## config.mk

```make
export PLATFORM = sky130hd
export DESIGN_NAME = lane_scanner
export DESIGN_NICKNAME = d
export VERILOG_FILES = /design/src/rtl/lane_scanner_pkg.sv /design/src/rtl/lane_scanner_slot_timer.sv /design/src/rtl/lane_scanner.sv
export SDC_FILE = /design/constraint.sdc
export NUM_CORES = 1
export LEC_CHECK = 0
export ABC_AREA = 1
export BUFFER_PORTS_ARGS = -buffer_cell sky130_fd_sc_hd__clkbuf_2
export CAP_MARGIN = 10
export CORE_MARGIN = 4
export CORE_UTILIZATION = 48
export DETAILED_ROUTE_END_ITERATION = 10
export PLACE_DENSITY = 0.74
export SYNTH_ARGS = -nofsm -noshare
export SYNTH_HDL_FRONTEND = slang
export SYNTH_HIERARCHICAL = 1
export SYNTH_SLANG_ARGS = --single-unit
```

## constraint.sdc

```tcl
create_clock -name clk -period 1.45 [get_ports clk]
set_clock_uncertainty 0.15 [all_clocks]
set_input_delay 0.2175 -clock clk [delete_from_list [all_inputs] [get_ports clk]]
set_output_delay 0.2175 -clock clk [all_outputs]
set_load 0.02 [all_outputs]
```

## src/rtl/lane_scanner_pkg.sv

```systemverilog
// Shared types and helpers for the four-lane round-robin scanner.
package lane_scanner_pkg;

  localparam int LANES = 4;
  localparam int SEL_W = 2;

  typedef enum logic {IDLE, SCAN} state_t;

  function automatic logic [LANES-1:0] onehot4(input logic [SEL_W-1:0] s);
    onehot4 = 4'b0001 << s;
  endfunction

endpackage

```

## src/rtl/lane_scanner_slot_timer.sv

```systemverilog
// Per-slot prescaler: counts 0..DIV-1 while running and flags the final cycle of a slot.
module slot_timer #(
  parameter int DIV = 4
) (
  input  logic clk,
  input  logic rst_n,
  input  logic run,
  input  logic clr,
  output logic last
);

  localparam int PW = (DIV > 1) ? $clog2(DIV) : 1;
  localparam logic [PW-1:0] LAST_PRE = PW'(DIV - 1);

  logic [PW-1:0] r_pre;

  always_ff @(posedge clk or negedge rst_n) begin
    if (!rst_n) begin
      r_pre <= '0;
    end else if (clr) begin
      r_pre <= '0;
    end else if (run) begin
      r_pre <= last ? '0 : r_pre + 1'b1;
    end
  end

  assign last = (r_pre == LAST_PRE);

endmodule

```

## src/rtl/lane_scanner.sv

```systemverilog
// Scans a coherent per-frame snapshot of four lanes onto one bus, DIV cycles per lane.
// Define LANE_SCANNER_BLANK_EN to blank the bus on the last cycle of every slot.
module lane_scanner
  import lane_scanner_pkg::*;
#(
  parameter int DW  = 8,
  parameter int DIV = 4
) (
  input  logic             clk,
  input  logic             rst_n,
  input  logic             en,
  input  logic [DW-1:0]    in0,
  input  logic [DW-1:0]    in1,
  input  logic [DW-1:0]    in2,
  input  logic [DW-1:0]    in3,
  output logic [DW-1:0]    out,
  output logic [SEL_W-1:0] sel,
  output logic [LANES-1:0] sel_oh,
  output logic             frame_start
);

  localparam logic [SEL_W-1:0] LAST_SEL = SEL_W'(LANES - 1);

  state_t           r_state;
  logic [SEL_W-1:0] r_sel;
  logic [DW-1:0]    r_shadow [LANES];
  logic             r_frameStart;

  logic             w_last;
  logic             w_run;
  logic             w_clr;
  logic             w_frameEnd;
  logic             w_load;
  logic             w_drive;
  logic [DW-1:0]    w_lanes [LANES];

  assign w_run      = (r_state == SCAN);
  assign w_clr      = (r_state == IDLE);
  assign w_frameEnd = w_run && w_last && (r_sel == LAST_SEL);
  assign w_load     = en && (w_clr || w_frameEnd);

  assign w_lanes[0] = in0;
  assign w_lanes[1] = in1;
  assign w_lanes[2] = in2;
  assign w_lanes[3] = in3;

  slot_timer #(.DIV(DIV)) u_timer (
    .clk   (clk),
    .rst_n (rst_n),
    .run   (w_run),
    .clr   (w_clr),
    .last  (w_last)
  );

  // en only matters when idle or on the frame boundary, so a frame never truncates.
  always_ff @(posedge clk or negedge rst_n) begin
    if (!rst_n) begin
      r_state      <= IDLE;
      r_sel        <= '0;
      r_frameStart <= 1'b0;
    end else begin
      r_frameStart <= w_load;
      case (r_state)
        IDLE: begin
          if (en) begin
            r_state <= SCAN;
            r_sel   <= '0;
          end
        end
        SCAN: begin
          if (w_last) begin
            r_sel <= r_sel + 1'b1;
            if (w_frameEnd && !en) begin
              r_state <= IDLE;
            end
          end
        end
      endcase
    end
  end

  always_ff @(posedge clk or negedge rst_n) begin
    if (!rst_n) begin
      for (int i = 0; i < LANES; i++) begin
        r_shadow[i] <= '0;
      end
    end else if (w_load) begin
      for (int i = 0; i < LANES; i++) begin
        r_shadow[i] <= w_lanes[i];
      end
    end
  end

`ifdef LANE_SCANNER_BLANK_EN
  assign w_drive = w_run && !w_last;
`else
  assign w_drive = w_run;
`endif

  assign out         = w_drive ? r_shadow[r_sel] : '0;
  assign sel_oh      = w_drive ? onehot4(r_sel) : '0;
  assign sel         = r_sel;
  assign frame_start = r_frameStart;

endmodule

```

After elaboration in Yosys (flattened, before gate mapping):

Index checks and enable logic that the tools add are counted.

* register bits: 38
* bits in latches: 0
* memory bits (writable): 0
* memory bits (read-only): 0
* input bits: 35
* memories kept: 0

* add/subtract/negate cells: 2
* $mul: 0
* divide/modulo/power cells: 0
* magnitude comparators: 1
* equal/unequal tests: 4
* shifts and indexed selects: 1
* multiplexer cells: 14
* bitwise operators: 2
* reductions and logical operators: 7

Operators with widths (count)
* $mux 8: 3
* $bmux 8 s2: 1
* $mux 2: 4
* $add 2x1->2 const B: 2
* $eq 2x2->1 const B: 2
* $logic_and 1x1->1: 4
* $mux 4: 1
* $pmux 2 s2: 1
* $shl 1x2->4 const A: 1
* $ge 3x3->1 const B: 1
* $mux 1: 3
* $not 2->3: 1
* $ne 2x1->1 const B: 1
* $ne 2x2->1 const B: 1
* $pmux 1 s2: 1
* $reduce_and 2->1: 1
* $logic_not 1->1: 1
* $logic_or 1x1->1: 1
* $not 1->1: 1

Longest topological paths before layout:

* depth in word-level cells: 7
* gate-level depth with buffers: 8
* gate-level depth less buffers: 7

Hierarchy:

Netlist, hierarchy kept.

By module, submodules not included
* lane_scanner: instances 1, cells an instance 258, area each 1913.1 um^2, seq. area each 900.9 um^2
* slot_timer: instances 1, cells an instance 12, area each 101.3 um^2, seq. area each 50.0 um^2

Worst setup path before layout:

Ideal clock, no wire load.

* kind: register to output
* from: reg r_sel[0], in the netlist sel[0]
* to: out out[0]
* arrival: 1328 ps
* data required time: 1082 ps
* setup slack: -245 ps
* cell stages (with the launch flop): 7
* buffers on the path: 2
* cell sequence: dfrtp_1 > buf_4 > inv_2 > buf_6 > nand2_1 > nand3_1 > a21oi_1

* cells in the longest elaborated chain, start to end: 5

RTL lines
* start, declared: RTL line lane_scanner.sv:25 `logic [SEL_W-1:0] r_sel;`
* start signal, assigned: RTL line lane_scanner.sv:72 `r_sel <= r_sel + 1'b1;`
* $not 2->3 (implied by the code): RTL line lane_scanner.sv:100 `assign out = w_drive ? r_shadow[r_sel] : '0;`
* $bmux 8 s2: RTL line lane_scanner.sv:100
* $mux 8 (implied by the code) (2 in series): RTL line lane_scanner.sv:100
* $mux 8: RTL line lane_scanner.sv:100
* end, declared: RTL line lane_scanner.sv:16 `output logic [DW-1:0] out,`

Every way passes these cells. The select of a mux whose other input is x is not followed.

Final worst setup path:

* from: reg r_sel[0], in the netlist sel[0]
* to: out out[2]

Same word-level chain as after synthesis.

==> qor.log <==
qor: outcome.outcome finished, violations left
qor: outcome.failed_checks setup timing
qor: route.drt_drc_violations_left 0
qor: flow_run.max_cap_violations 0
qor: placed_design.placed_area 2440 sq um
qor: layout.layoutNonFillerInstCount 417
qor: floorplanning.boundaryPins 50
qor: synthesis.synth_top_family_by_area simple AND/OR/NAND/NOR gates
qor: synthesis.synth_sequential_area_ratio 47.2%
qor: sta.fmax 0.554 GHz
qor: cts.root_buffer clkbuf_8
qor: global_routing.grt_antenna_before_repair 0
qor: synthesis.mapped_area 2010 sq um
qor: layout.mostFrequentLayoutCell nand2_1
qor: route.routed_wl 5700 microns
qor: sta.rsz0062_at_grt yes
qor: global_routing.vias_in_the_first_global_route 2,025
qor: synthesis.syn_nets 310
qor: floorplanning.dieArea 5300 sq um
qor: layout.drive_above_1_share 38.1%
qor: layout.n_fill_cell 245
qor: cts.clock_tree.htree_level_count 2
qor: layout.mostFrequentLayoutCells nand2_1, clkbuf_2, dfrtp_1
qor: floorplanning.fp.coreArea 4030 sq um
qor: worst_setup_path.cp_num_buf_inv 2
qor: power_and_ir_drop.power.share.sequential 27.5%
qor: worst_setup_path.path_cells buf_6, nand2_1, nand3_2, a21oi_4, buf_8
qor: route.detail_route.first_pass.iterations 4
qor: power_and_ir_drop.net-switching-power 2930 uW
qor: global_routing.overall_global_routing_resource_usage 23.3%
qor: route.num_vias 1,964
qor: route.via_per_inst 4.71
qor: placed_design.port_buffers 49
qor: sta.timing.final.setup_violations 46
qor: sta.final-max-slew-violation-count 0
qor: floorplanning.floorplan.initialDensity 50.0%
qor: synthesis.synth_area_in_adders 3.11%
qor: min_path.worst_hold_path_type in2reg
qor: power_and_ir_drop.share_clk_of_total_power 11.0%
qor: sta.hold_viol_final 0
qor: sta.timing.slew.headroom 74.8%
qor: power_and_ir_drop.switching_share 43.2%
qor: worst_setup_path.path_delay_family flip-flops
qor: placed_design.dpl_worst_slack -0.122 ns
qor: cts.worstSkewPairLatency 0.29 ns
qor: placed_design.gp_routability_congestion 0.792
qor: floorplanning.rows 23
qor: cts.worst_setup_hold_path_clk_slew 0.07 ns
qor: sta.timing_worst_slew_pin_value 0.379 ns
qor: placed_design.placed_cells 370
qor: sta.worst_hold_margin 0.0152 ns
qor: sta.post-route-period-util 125%
qor: route.route.detailed.wl_per_inst 13.7 microns
qor: power_and_ir_drop.worst_ir_drop_vdd 1.62 mV
qor: worst_setup_path.timing.critical_path.slowest_cell_delay 0.50 ns
qor: cts.tritoncts yes
qor: synthesis.synthMuxAreaShare 0%
qor: worst_setup_path.crit_path_kind reg2out
qor: power_and_ir_drop.power_per_cell_area 2100 nW/um^2
qor: worst_setup_path.cp_slowest_cell dfrtp_2
qor: power_and_ir_drop.share_comb_of_total_power 61.4%
qor: layout.layout-area-overhead-vs-synth 60.2%
qor: global_routing.grt_pass1_wl 9340 microns
qor: global_routing.gr-total-overflow 0
qor: synthesis.ys.warnings.count 6
qor: synthesis.synth_simple_gate_area_share 33.7%
qor: synthesis.synth.avg_cell_area 7.46 sq um
qor: floorplanning.die-height 72.8 microns
qor: synthesis.syn-instance-count 270
qor: route.detail_route.iter0.violations 142
qor: synthesis.synth_compound_area_share 2.73%
qor: power_and_ir_drop.leakage_power_total 0.00173 uW
qor: floorplanning.die-width 72.8 microns
qor: sta.final.setup.tns -9.88 ns
qor: worst_setup_path.cp-end-kind primary output
qor: cts.inserted_clock_buffers 5
qor: global_routing.grt_max_degree 34
qor: power_and_ir_drop.cell_internal_pwr 3850 uW
qor: layout.final_cell_area 3230 sq um
qor: synthesis.yosysUniqueCellTypes 18
qor: synthesis.synthXorXnorAreaFrac 0%
qor: worst_setup_path.critPathMaxFanout 8
qor: layout.ant_diodes 0
qor: worst_setup_path.worstPathRequired 1.08 ns
qor: worst_setup_path.worstPathArrival 1.44 ns
qor: sta.period_minus_slack 1.81 ns
qor: sta.timing.final.ws_setup -0.356 ns
qor: layout.finish.net_count 406
qor: worst_setup_path.worst_setup_path_start_kind flop
qor: cts.tritoncts_num_sinks 38
qor: placed_design.dp_hpwl 3540 microns
qor: synthesis.register_bit_total_from_synthesis 38
qor: cts.cts.path.max_buffers 2
qor: route.route.antenna.remaining_nets 0
-- repair_timing --
action / in CTS / in global routing
resized for setup: 62 / 23
endpoints found under the setup margin: 45 / 51
pin swaps: 23 / 4
setup buffers: 4 / 1
cloned: 2 / 0
hold buffers: 32 / 0
endpoints found under the hold margin: 43 / 0
-- power groups by stage --
stage          combinational, uW  clock (uW)  sequential, uW
2_1_floorplan               2240           0            1790
3_3_place_gp                2910           0            1820
3_5_place_dp                2970           0            1850
4_1_cts                     3870         762            1840
5_1_grt                     4520         807            1910
6_report                    4170         747            1870
-- registers in the layout (all words and copies together), names as in the netlist --
name and cells:
frame_start 1, r_shadow 32, r_state 1, sel 2, u_timer/r_pre 2
-- worst paths after layout --
check	end	cells after the start	slack, ns	startpoint
max in group asynchronous	sel[0]	3	0.46	rst_n
min in group asynchronous	u_timer/r_pre[0]	2	0.22	rst_n
min	r_shadow[30]	3	0.02	in0[6]
min reg2reg	r_shadow[10]	2	0.33	r_shadow[10]
max reg2reg	r_shadow[6]	8	-0.28	sel[0]
max	out[2]	5	-0.36	sel[0]
-- synth_stat cells --
| library cell | n | area [sq um] |
|---|---|---|
| a21oi_1 | 8 | 40.0 |
| nand3_1 | 20 | 100 |
| nor2_2 | 1 | 6.26 |
| nor2_1 | 1 | 3.75 |
| inv_6 | 1 | 8.76 |
| nand2_1 | 129 | 484 |
| nand2_4 | 2 | 22.5 |
| nand2_2 | 10 | 62.6 |
| buf_2 | 1 | 5.00 |
| inv_1 | 38 | 143 |
| clkinv_1 | 2 | 7.51 |
| buf_12 | 1 | 20.0 |
| o21ai_0 | 3 | 15.0 |
| buf_4 | 6 | 45.0 |
| buf_6 | 3 | 33.8 |
| inv_2 | 1 | 3.75 |
| dfrtp_1 | 38 | 951 |
| ha_1 | 5 | 62.6 |
-- routing by layer --
metal	GRT usage [%]	routed length, microns	part of all wire (%)	vias to the layer above
li1	-	-	-	989
met4	9.84	134	2.4	0
met5	0	0	0	-
met2	40.7	2960	52	59
met3	5.37	282	5.0	14
met1	27.5	2320	41	902
-- tightest hold or removal path, stage by stage --
cell and delay, ns:
clkbuf_2 0.10, nand2_2 0.05, nand2_1 0.05
-- logic make-up after synthesis --
family                   count (synthesis)
adder cells (fa/ha/maj)                  5
AND/OR/NAND/NOR                        163
AO/OA/AOI/OAI                           11
flip-flops                              38
buffers and inverters                   53
-- stage by stage --
step / total power [uW] / utilization [%]
finish: 6780 / 80.1
detailed placement: 4830 / 60.6
global placement: 4730 / 60.6
CTS: 6480 / 78.9
floorplan: 4040 / -
global route: 7240 / 80.1
-- cell type report --
| type | count | area, sq um | share of cell area [%] |
|---|---|---|---|
| clock buffers | 7 | 86.3 | 2.68 |
| clock inverters | 1 | 5.00 | 0.155 |
| inverters | 42 | 189 | 5.85 |
| multi-input cells | 179 | 1040 | 32.3 |
| flip-flops and latches | 38 | 953 | 29.5 |
| well taps | 50 | 62.6 | 1.94 |
| repair buffers | 100 | 887 | 27.5 |
No activity file was read; power rests on OpenSTA's default activity.
